File: src/rtl/march_bist_ctrl.sv
`default_nettype none
// ============================================================================
// Module   : march_bist_ctrl
// Brief    : March C- BIST controller for a 2^ADDR_W x DATA_W synchronous
//            single-port SRAM, with functional-port pass-through when idle.
//            Optional macro BIST_ERRCNT_EN: run to completion and count
//            every mismatching read instead of aborting on the first one.
// Revision : 1.0 - initial release
// ============================================================================
module march_bist_ctrl #(
    parameter int ADDR_W = 8,
    parameter int DATA_W = 4
) (
    input  logic              clk,
    input  logic              rst,
    input  logic              start,
    input  logic [ADDR_W-1:0] func_addr,
    input  logic [DATA_W-1:0] func_din,
    input  logic              func_we,
    output logic [ADDR_W-1:0] sram_addr,
    output logic [DATA_W-1:0] sram_din,
    output logic              sram_we,
    input  logic [DATA_W-1:0] sram_dout,
    output logic              busy,
    output logic              done,
    output logic              fail,
    output logic [2:0]        fail_elem,
    output logic [ADDR_W-1:0] fail_addr,
    output logic [DATA_W-1:0] fail_exp,
    output logic [DATA_W-1:0] fail_got,
    output logic [ADDR_W:0]   err_count
);

    localparam logic [ADDR_W-1:0] c_ADDR_ONE = {{(ADDR_W-1){1'b0}}, 1'b1};
    localparam logic [DATA_W-1:0] c_ONES     = '1;

    typedef enum logic [3:0] {
        S_IDLE  = 4'd0,
        S_M0    = 4'd1,
        S_M1    = 4'd2,
        S_M2    = 4'd3,
        S_M3    = 4'd4,
        S_M4    = 4'd5,
        S_M5    = 4'd6,
        S_DRAIN = 4'd7,
        S_DONE  = 4'd8
    } state_t;

    state_t            r_state;
    state_t            w_state_nxt;
    logic [ADDR_W-1:0] r_addr;
    logic              r_phase;
    logic              r_cmp_pend;
    logic [DATA_W-1:0] r_cmp_exp;
    logic [2:0]        r_cmp_elem;
    logic [ADDR_W-1:0] r_cmp_addr;
    logic              r_fail;
    logic [2:0]        r_fail_elem;
    logic [ADDR_W-1:0] r_fail_addr;
    logic [DATA_W-1:0] r_fail_exp;
    logic [DATA_W-1:0] r_fail_got;

    logic              w_busy;
    logic              w_march;
    logic              w_rw;
    logic              w_down;
    logic              w_next_down;
    logic              w_rd;
    logic              w_bist_we;
    logic [DATA_W-1:0] w_bist_din;
    logic [DATA_W-1:0] w_exp;
    logic [2:0]        w_elem;
    logic              w_elem_end;
    logic              w_start_ok;
    logic              w_mismatch;
    logic              w_abort;

    assign w_start_ok = start && (r_state == S_IDLE || r_state == S_DONE);
    assign w_mismatch = r_cmp_pend && (sram_dout != r_cmp_exp);

`ifdef BIST_ERRCNT_EN
    assign w_abort = 1'b0;
`else
    assign w_abort = w_mismatch;
`endif

    always_ff @(posedge clk or posedge rst) begin
        if (rst) begin
            r_state <= S_IDLE;
        end else begin
            r_state <= w_state_nxt;
        end
    end

    // Per-element decode: direction, op per phase, write data, expected read data.
    always_comb begin
        w_state_nxt = r_state;
        w_busy      = 1'b0;
        w_march     = 1'b0;
        w_rw        = 1'b0;
        w_down      = 1'b0;
        w_next_down = 1'b0;
        w_rd        = 1'b0;
        w_bist_we   = 1'b0;
        w_bist_din  = '0;
        w_exp       = '0;
        w_elem      = 3'd0;
        w_elem_end  = 1'b0;
        unique case (r_state)
            S_M0: begin
                w_busy = 1'b1; w_march = 1'b1; w_elem = 3'd0;
                w_bist_we = 1'b1;
            end
            S_M1: begin
                w_busy = 1'b1; w_march = 1'b1; w_rw = 1'b1; w_elem = 3'd1;
                w_bist_we = r_phase; w_rd = !r_phase; w_bist_din = c_ONES;
            end
            S_M2: begin
                w_busy = 1'b1; w_march = 1'b1; w_rw = 1'b1; w_elem = 3'd2;
                w_bist_we = r_phase; w_rd = !r_phase; w_exp = c_ONES;
                w_next_down = 1'b1;
            end
            S_M3: begin
                w_busy = 1'b1; w_march = 1'b1; w_rw = 1'b1; w_elem = 3'd3;
                w_down = 1'b1; w_next_down = 1'b1;
                w_bist_we = r_phase; w_rd = !r_phase; w_bist_din = c_ONES;
            end
            S_M4: begin
                w_busy = 1'b1; w_march = 1'b1; w_rw = 1'b1; w_elem = 3'd4;
                w_down = 1'b1; w_next_down = 1'b1;
                w_bist_we = r_phase; w_rd = !r_phase; w_exp = c_ONES;
            end
            S_M5: begin
                w_busy = 1'b1; w_march = 1'b1; w_elem = 3'd5;
                w_down = 1'b1; w_rd = 1'b1;
            end
            S_DRAIN: begin
                w_busy = 1'b1;
            end
            default: begin
            end
        endcase

        w_elem_end = w_march && (!w_rw || r_phase) &&
                     (r_addr == (w_down ? {ADDR_W{1'b0}} : {ADDR_W{1'b1}}));

        unique case (r_state)
            S_IDLE, S_DONE: if (w_start_ok) w_state_nxt = S_M0;
            S_M0:    if (w_elem_end) w_state_nxt = S_M1;
            S_M1:    if (w_elem_end) w_state_nxt = S_M2;
            S_M2:    if (w_elem_end) w_state_nxt = S_M3;
            S_M3:    if (w_elem_end) w_state_nxt = S_M4;
            S_M4:    if (w_elem_end) w_state_nxt = S_M5;
            S_M5:    if (w_elem_end) w_state_nxt = S_DRAIN;
            S_DRAIN: w_state_nxt = S_DONE;
            default: w_state_nxt = S_IDLE;
        endcase
        if (w_abort) begin
            w_state_nxt = S_DONE;
        end
    end

    // Address/phase sequencing, compare pipeline and first-fail capture.
    always_ff @(posedge clk or posedge rst) begin
        if (rst) begin
            r_addr      <= '0;
            r_phase     <= 1'b0;
            r_cmp_pend  <= 1'b0;
            r_cmp_exp   <= '0;
            r_cmp_elem  <= 3'd0;
            r_cmp_addr  <= '0;
            r_fail      <= 1'b0;
            r_fail_elem <= 3'd0;
            r_fail_addr <= '0;
            r_fail_exp  <= '0;
            r_fail_got  <= '0;
        end else if (w_start_ok) begin
            r_addr      <= '0;
            r_phase     <= 1'b0;
            r_cmp_pend  <= 1'b0;
            r_fail      <= 1'b0;
            r_fail_elem <= 3'd0;
            r_fail_addr <= '0;
            r_fail_exp  <= '0;
            r_fail_got  <= '0;
        end else begin
            if (w_abort) begin
                r_cmp_pend <= 1'b0;
            end else if (w_busy) begin
                if (w_rw && !r_phase) begin
                    r_phase <= 1'b1;
                end else begin
                    r_phase <= 1'b0;
                    if (w_elem_end) begin
                        r_addr <= w_next_down ? {ADDR_W{1'b1}} : {ADDR_W{1'b0}};
                    end else if (w_down) begin
                        r_addr <= r_addr - c_ADDR_ONE;
                    end else begin
                        r_addr <= r_addr + c_ADDR_ONE;
                    end
                end
                r_cmp_pend <= w_rd;
                r_cmp_exp  <= w_exp;
                r_cmp_elem <= w_elem;
                r_cmp_addr <= r_addr;
            end
            if (w_mismatch && !r_fail) begin
                r_fail      <= 1'b1;
                r_fail_elem <= r_cmp_elem;
                r_fail_addr <= r_cmp_addr;
                r_fail_exp  <= r_cmp_exp;
                r_fail_got  <= sram_dout;
            end
        end
    end

`ifdef BIST_ERRCNT_EN
    localparam logic [ADDR_W:0] c_CNT_ONE = {{ADDR_W{1'b0}}, 1'b1};
    logic [ADDR_W:0] r_err_cnt;

    always_ff @(posedge clk or posedge rst) begin
        if (rst) begin
            r_err_cnt <= '0;
        end else if (w_start_ok) begin
            r_err_cnt <= '0;
        end else if (w_mismatch && r_err_cnt != {(ADDR_W+1){1'b1}}) begin
            r_err_cnt <= r_err_cnt + c_CNT_ONE;
        end
    end

    assign err_count = r_err_cnt;
`else
    assign err_count = '0;
`endif

    assign sram_addr = w_busy ? r_addr     : func_addr;
    assign sram_din  = w_busy ? w_bist_din : func_din;
    assign sram_we   = w_busy ? w_bist_we  : func_we;

    assign busy      = w_busy;
    assign done      = (r_state == S_DONE);
    assign fail      = r_fail;
    assign fail_elem = r_fail_elem;
    assign fail_addr = r_fail_addr;
    assign fail_exp  = r_fail_exp;
    assign fail_got  = r_fail_got;

endmodule
`default_nettype wire

File: config.mk
export PLATFORM = sky130hd
export DESIGN_NAME = march_bist_ctrl
export DESIGN_NICKNAME = d
export VERILOG_FILES = /design/src/rtl/march_bist_ctrl.sv
export SDC_FILE = /design/constraint.sdc
export NUM_CORES = 1
export LEC_CHECK = 0
export CAP_MARGIN = 10
export CELL_PAD_IN_SITES_DETAIL_PLACEMENT = 1
export CELL_PAD_IN_SITES_GLOBAL_PLACEMENT = 1
export CORE_MARGIN = 2
export CORE_UTILIZATION = 37
export CTS_BUF_LIST = sky130_fd_sc_hd__clkbuf_16
export DETAILED_ROUTE_END_ITERATION = 16
export PLACE_DENSITY = 0.76
export RECOVER_POWER = 100
export SKIP_CTS_REPAIR_TIMING = 1
export SLEW_MARGIN = 20
export SYNTH_ARGS = -nofsm -noshare
export SYNTH_HDL_FRONTEND = slang
export SYNTH_SLANG_ARGS = --single-unit
export TNS_END_PERCENT = 20
File: constraint.sdc
create_clock -name clk -period 3.4 [get_ports clk]
set_input_delay 0.51 -clock clk [delete_from_list [all_inputs] [get_ports clk]]
set_output_delay 0.51 -clock clk [all_outputs]
set_load 0.02 [all_outputs]
==> metrics.yaml, run 1 <==
outcome: "complete, no violations"
share_of_total_power_in_sequential_cells_pct: 31.9
maxSlewViolCount: 0
design.core.area_um2: 6680
io_pins: 64
synth_cell_types: 48
fp.dieArea_um2: 7490
grt.total_usage_pct: 19.3
top_usage_layer: "met2"
route.vias.total: 2144
multi_input_comb_area_um2: 1320
final.setup_skew_ns: 0.00298
initial_antenna_violation_count: 0
number_of_global_route_vias_before_repair: 2197
synth_sequential_area_ratio_pct: 42.7
grt-ovfl-total: 0
tritoncts.num_buffers: 5
remaining_drc_errors: 0
port_buffers: 54
p_leak_nw: 1.56
clkTransAtPathRegs_ns: 0.06
switching_share_pct: 38.8
drt_pass1_iterations: 4
grt_pass1_wl_mm: 11.4
grt_use_met1_pct: 27.2
fin_cells: 393
syn_avg_cell_area_um2: 9.81
synth.ff_latch_count: 43
drt-total-wl_mm: 6.83
cts.sink_count: 43
post-route-util_pct: 49.5
path_class: "reg -> out"
final.setup.tns_ns: 0
max-clock-path-buffers: 2
global_routing_met2_resource_utilization_pct: 31.0
irDropWorstVdd_mv: 0.252
fill_cells: 757
power.net_switching_mw: 1.00
critPathLaunchType: "register"
arrival_ns: 2.49
worst_ep_required_time_ns: 2.89
rsz0062_at_grt: "false"
cp_max_fo: 13
min_path_type: "reg -> reg"
detailedRoute.firstIterationViolations: 63
postSynth.topFlopCell: "dfrtp_1"
clock_tree.root_cell: "clkbuf_16"
synthCells: 257
h_tree_lvls: 2
detail_route.vias_per_cell: 5.46
area.growth.synth_to_final_pct: 31.2
power.share.clock_pct: 24.0
synthesis.yosys.warnings: 0
clk_latency_ns: 0.29
tritoncts: "built"
worst_slew_pin_slew_ns: 0.698
fp-row-count: 30
critical_path.endpoint_type: "primary output"
synth_edf_count: 0
worst_slew_margin_rel_pct: 53.4
internal_power_consumption_mw: 1.58
number_of_cells_on_the_worst_hold_path: 1
totalPowerFinal_mw: 2.59
setup_viol: 0
drive_gt1_share_pct: 11.8
post-route-min-period_ns: 3.00
chip_width_um: 86.6
detail-route-antenna-nets: 0
die_h_um: 86.6
powerDensity_nw_per_um2: 782
finalHoldViolCount: 0
placed_cell_area_um2: 3120
finish.instance_area_um2: 3310
grt_util_met3_pct: 2.29
syn_area_um2: 2520
start_util_pct: 37.8
wl_per_cell_um: 17.4
sequential_cell_area_um2: 1080
post_place_cells: 385
fraction_of_registers_with_async_set_or_reset_after_synthesis_pct: 100
antenna-diode-count: 0
grt_start_max_net_pins: 44
min_period_over_period_pct: 88.3
place.detailed.hpwl_mm: 4.96
comb_power_share_pct: 44.1
reg2regPathDepth: 11
design.final.nets: 343
max_cap_violations: 0
finalWeightedCongestion: 0.811
max_freq_mhz: 333
## registers in the layout, summed over array words and instances (netlist names)
register / cells
fail: 1
fail_elem: 3
fail_addr: 8
r_phase: 1
r_state: 4
r_addr: 8
fail_got: 4
r_cmp_addr: 8
fail_exp: 1
r_cmp_elem: 3
r_cmp_exp: 1
r_cmp_pend: 1
## critical path, cell delays in order (launching register included)
cell and delay [ns]:
dfrtp_1 0.51, nor2_2 0.61, mux2_2 0.42, dlygate4sd3_1 0.66
## per-stage QoR
stage,worst slack [ns],hold slack [ns]
after global routing,0.218,0.511
after detailed placement,0.468,0.479
after floorplan,0.944,0.451
final,0.397,0.491
after CTS,0.226,0.493
after global placement,0.546,0.464
## power groups by stage
stage | Sequential [mW] | Clock [mW] | Combinational, mW
6_report | 0.826 | 0.621 | 1.14
5_1_grt | 0.854 | 0.651 | 1.25
4_1_cts | 0.829 | 0.630 | 1.19
3_5_place_dp | 0.836 | 0 | 1.18
3_3_place_gp | 0.825 | 0 | 1.14
2_1_floorplan | 0.835 | 0 | 0.726
## Yosys cell counts, drive strengths merged (2+ instances only)
library cell,n,area (um2)
dfrtp,43,1080
nand2,25,93.8
nor2,20,75.1
a22o,16,140
a21oi,14,73.8
mux2,14,158
buf,13,95.1
o21ai,11,55.1
ha,10,125
inv,10,37.5
clkbuf,8,30.0
a22oi,7,52.6
nand2b,7,43.8
and3,4,25.0
nor3,4,31.3
a211o,3,26.3
a211oi,3,22.5
nand3,3,15.0
nor2b,3,18.8
o21a,3,22.5
o221ai,3,32.5
or2,3,18.8
or3,3,18.8
xnor2,3,26.3
a31oi,2,12.5
nor3b,2,20.0
o211ai,2,15.0
o21bai,2,15.0
o22ai,2,12.5
## path summary, 6_finish.rpt
kind / slack, ns / to / start
max in group asynchronous: 2.21 / fail_addr[4] / rst
setup reg to reg: 0.42 / r_addr[6] / r_state[3]
setup / recovery: 0.40 / sram_addr[0] / r_state[3]
hold / removal: 0.49 / fail_addr[7] / r_cmp_addr[7]
hold reg to reg: 0.49 / fail_addr[7] / r_cmp_addr[7]
min in group asynchronous: 0.82 / fail_got[3] / rst
## layer usage
metal | part of all wire (%) | wire length, um
met1 | 47 | 3220
met2 | 48 | 3310
met3 | 3.1 | 213
met4 | 1.4 | 97
met5 | 0 | 0
## kinds of logic (layout without fill, tap and decap cells)
family | after synthesis | after routing | share of synthesized area [%]
XOR/XNOR | 3 | 3 | 1.04
AND/OR/NAND/NOR | 77 | 77 | 15.2
other | 1 | 9 | 0.149
adder cells (fa/ha/maj) | 12 | 12 | 6.15
flip-flops | 43 | 43 | 42.7
multiplexers | 15 | 15 | 6.65
buffers and inverters | 31 | 79 | 6.45
AO/OA/AOI/OAI | 75 | 75 | 21.7
## layout by cell type (no fill, tap or decap), types with 7 or more instances in the layout
cell             count
dfrtp_1             43
a22oi_1              7
nor2_1              19
o21ai_0             11
conb_1               9
dlygate4sd3_1       36
nand2b_1             7
inv_1               11
a22o_1              16
ha_1                10
a21oi_1             13
clkdlybuf4s50_1     18
mux2_2              14
nand2_1             25
## layout make-up
class                   count  area share (%)
clock buffers               5            3.78
clock inverters             3            1.93
inverters                  10            1.13
multi-input cells         191            39.8
flip-flops and latches     43            32.5
well taps                  80            3.03
repair buffers             61            17.8
Power figures use the tool's default switching activity.
==> inputs of run 2 (changes only) <==
- CTS_CLUSTER_SIZE: unset -> 28
==> results of run 2 <==
Same layout as run 1: the final DEF is identical, and so are final timing and power.
==> inputs of run 3 (changes only) <==
- MAX_ROUTING_LAYER: unset -> met4
==> metrics.yaml, run 3 (synthesis results as in run 1) <==
outcome: "complete, no violations"
regToRegEndpoint: "r_addr[6]"
fp-row-count: 30  # unchanged
grt_util_met3_pct: 2.19  # -0.095 points
number_of_global_route_vias_before_repair: 2197  # unchanged
port_buffers: 54  # unchanged
finalHoldViolCount: 0  # unchanged
design.final.nets: 343  # unchanged
cts.sink_count: 43  # unchanged
clk_latency_ns: 0.29  # about the same
clkTransAtPathRegs_ns: 0.06  # about the same
initial_antenna_violation_count: 0  # unchanged
grt.total_usage_pct: 19.8  # +0.55 points
post-route-min-period_ns: 3.00  # -0.00312 ns
final.setup.tns_ns: 0  # unchanged
rsz0062_at_grt: "false"
fp.dieArea_um2: 7490  # unchanged
finalWeightedCongestion: 0.823  # +1.5%
worst_ep_required_time_ns: 2.89  # about the same
critical_path.endpoint_type: "primary output"
power.net_switching_mw: 1.01  # +0.14%
comb_power_share_pct: 44.1  # about the same
drt_pass1_iterations: 4  # unchanged
detail_route.vias_per_cell: 5.44  # -0.28%
die_h_um: 86.6  # unchanged
drive_gt1_share_pct: 11.8  # unchanged
critPathLaunchType: "register"
h_tree_lvls: 2  # unchanged
start_util_pct: 37.8  # unchanged
grt_start_max_net_pins: 44  # unchanged
worst-r2r-setup-slack_ns: 0.42  # about the same
max-clock-path-buffers: 2  # unchanged
tritoncts.num_buffers: 5  # unchanged
antenna-diode-count: 0  # unchanged
fill_cells: 757  # unchanged
area.growth.synth_to_final_pct: 31.2  # unchanged
place.detailed.hpwl_mm: 4.96  # unchanged
final_common_cell: "dfrtp_1"
global_routing_met2_resource_utilization_pct: 31.0  # +0.070 points
endpoint: "sram_addr[0]"
design.core.area_um2: 6680  # unchanged
arrival_ns: 2.49  # about the same
switching_share_pct: 38.9  # about the same
maxSlewViolCount: 0  # unchanged
internal_power_consumption_mw: 1.58  # about the same
reg2regPathDepth: 11  # unchanged
multi_input_comb_area_um2: 1320  # unchanged
max_freq_mhz: 333  # +0.10%
cp_max_fo: 13  # unchanged
grt-ovfl-total: 0  # unchanged
irDropWorstVdd_mv: 0.252  # +0.21%
path_class: "reg -> out"
drt-total-wl_mm: 6.84  # about the same
max_cap_violations: 0  # unchanged
setup_viol: 0  # unchanged
grt_use_met1_pct: 27.2  # -0.060 points
detailedRoute.firstIterationViolations: 81  # +29%
sequential_cell_area_um2: 1080  # unchanged
grt_pass1_wl_mm: 11.4  # unchanged
wl_per_cell_um: 17.4  # about the same
min_path_type: "reg -> reg"
tritoncts: "built"
worst_slew_margin_rel_pct: 53.3  # -0.15 points
worst_slew_pin_slew_ns: 0.700  # +0.00218 ns
final.setup_skew_ns: 0.00333  # +0.000359 ns
remaining_drc_errors: 0  # unchanged
powerDensity_nw_per_um2: 782  # about the same
detail-route-antenna-nets: 0  # unchanged
startpoint: "r_state[3]"
timing.rr.start: "r_state[3]"
top_usage_layer: "met2"
share_of_total_power_in_sequential_cells_pct: 31.9  # about the same
route.vias.total: 2138  # -0.28%
clock_tree.root_cell: "clkbuf_16"
most-common-layout-cells: "dfrtp_1 (43), dlygate4sd3_1 (36), nand2_1 (25)"
io_pins: 64  # unchanged
power.share.clock_pct: 24.0  # about the same
timing.hold.ws_ns: 0.491  # -0.0000200 ns
chip_width_um: 86.6  # unchanged
p_leak_nw: 1.56  # unchanged
min_period_over_period_pct: 88.2  # -0.092 points
-- run 3: cell counts in the layout (fill, tap and decap cells not counted) --
Identical to the previous run, type by type.
-- run 3: layout make-up --
cell class | count | share of cell area, %
repair buffers | 61 | 17.8
inverters | 10 | 1.13
well taps | 80 | 3.03
clock buffers | 5 | 3.78
flip-flops and latches | 43 | 32.5
clock inverters | 3 | 1.93
multi-input cells | 191 | 39.8
-- run 3: metal layers --
layer | wire length (um) | vias to the layer above
li1 | - | 1024
met1 | 3240 | 1065
met2 | 3300 | 41
met3 | 208 | 8
met4 | 96 | 0
met5 | 0 | -
-- run 3: through the flow --
stage,std cells,worst slack [ns],instance area (um2),util [%],total power [mW]
floorplan,265,0.944,2550,-,1.56
global placement,385,0.546,3120,46.7,1.97
detailed placement,385,0.468,3120,46.7,2.02
CTS,393,0.226,3310,49.5,2.65
global route,393,0.218,3310,49.5,2.75
finish,393,0.400,3310,49.5,2.59
-- run 3: power by group through the flow --
stage	registers (mW)	logic, mW	clock network, mW
after floorplan	0.835	0.726	0
after global placement	0.825	1.14	0
after detailed placement	0.836	1.18	0
after CTS	0.829	1.19	0.630
after global routing	0.854	1.25	0.651
final	0.826	1.14	0.620
-- run 3: worst min-delay path by stage --
stage	startpoint	endpoint	slack [ns]	cells after the start
detailed placement	r_cmp_addr[7]	fail_addr[7]	0.48	1
CTS	r_cmp_addr[7]	fail_addr[7]	0.49	1
global route	r_cmp_addr[1]	r_cmp_addr[1]	0.51	2
global placement	r_cmp_addr[0]	r_cmp_addr[0]	0.46	2
floorplan	r_cmp_addr[0]	r_cmp_addr[0]	0.45	2
finish	r_cmp_addr[7]	fail_addr[7]	0.49	1
-- run 3: critical path, cell delays in order, from the launching register on --
cell and delay (ns):
dfrtp_1 0.50, nor2_2 0.61, mux2_2 0.42, dlygate4sd3_1 0.66
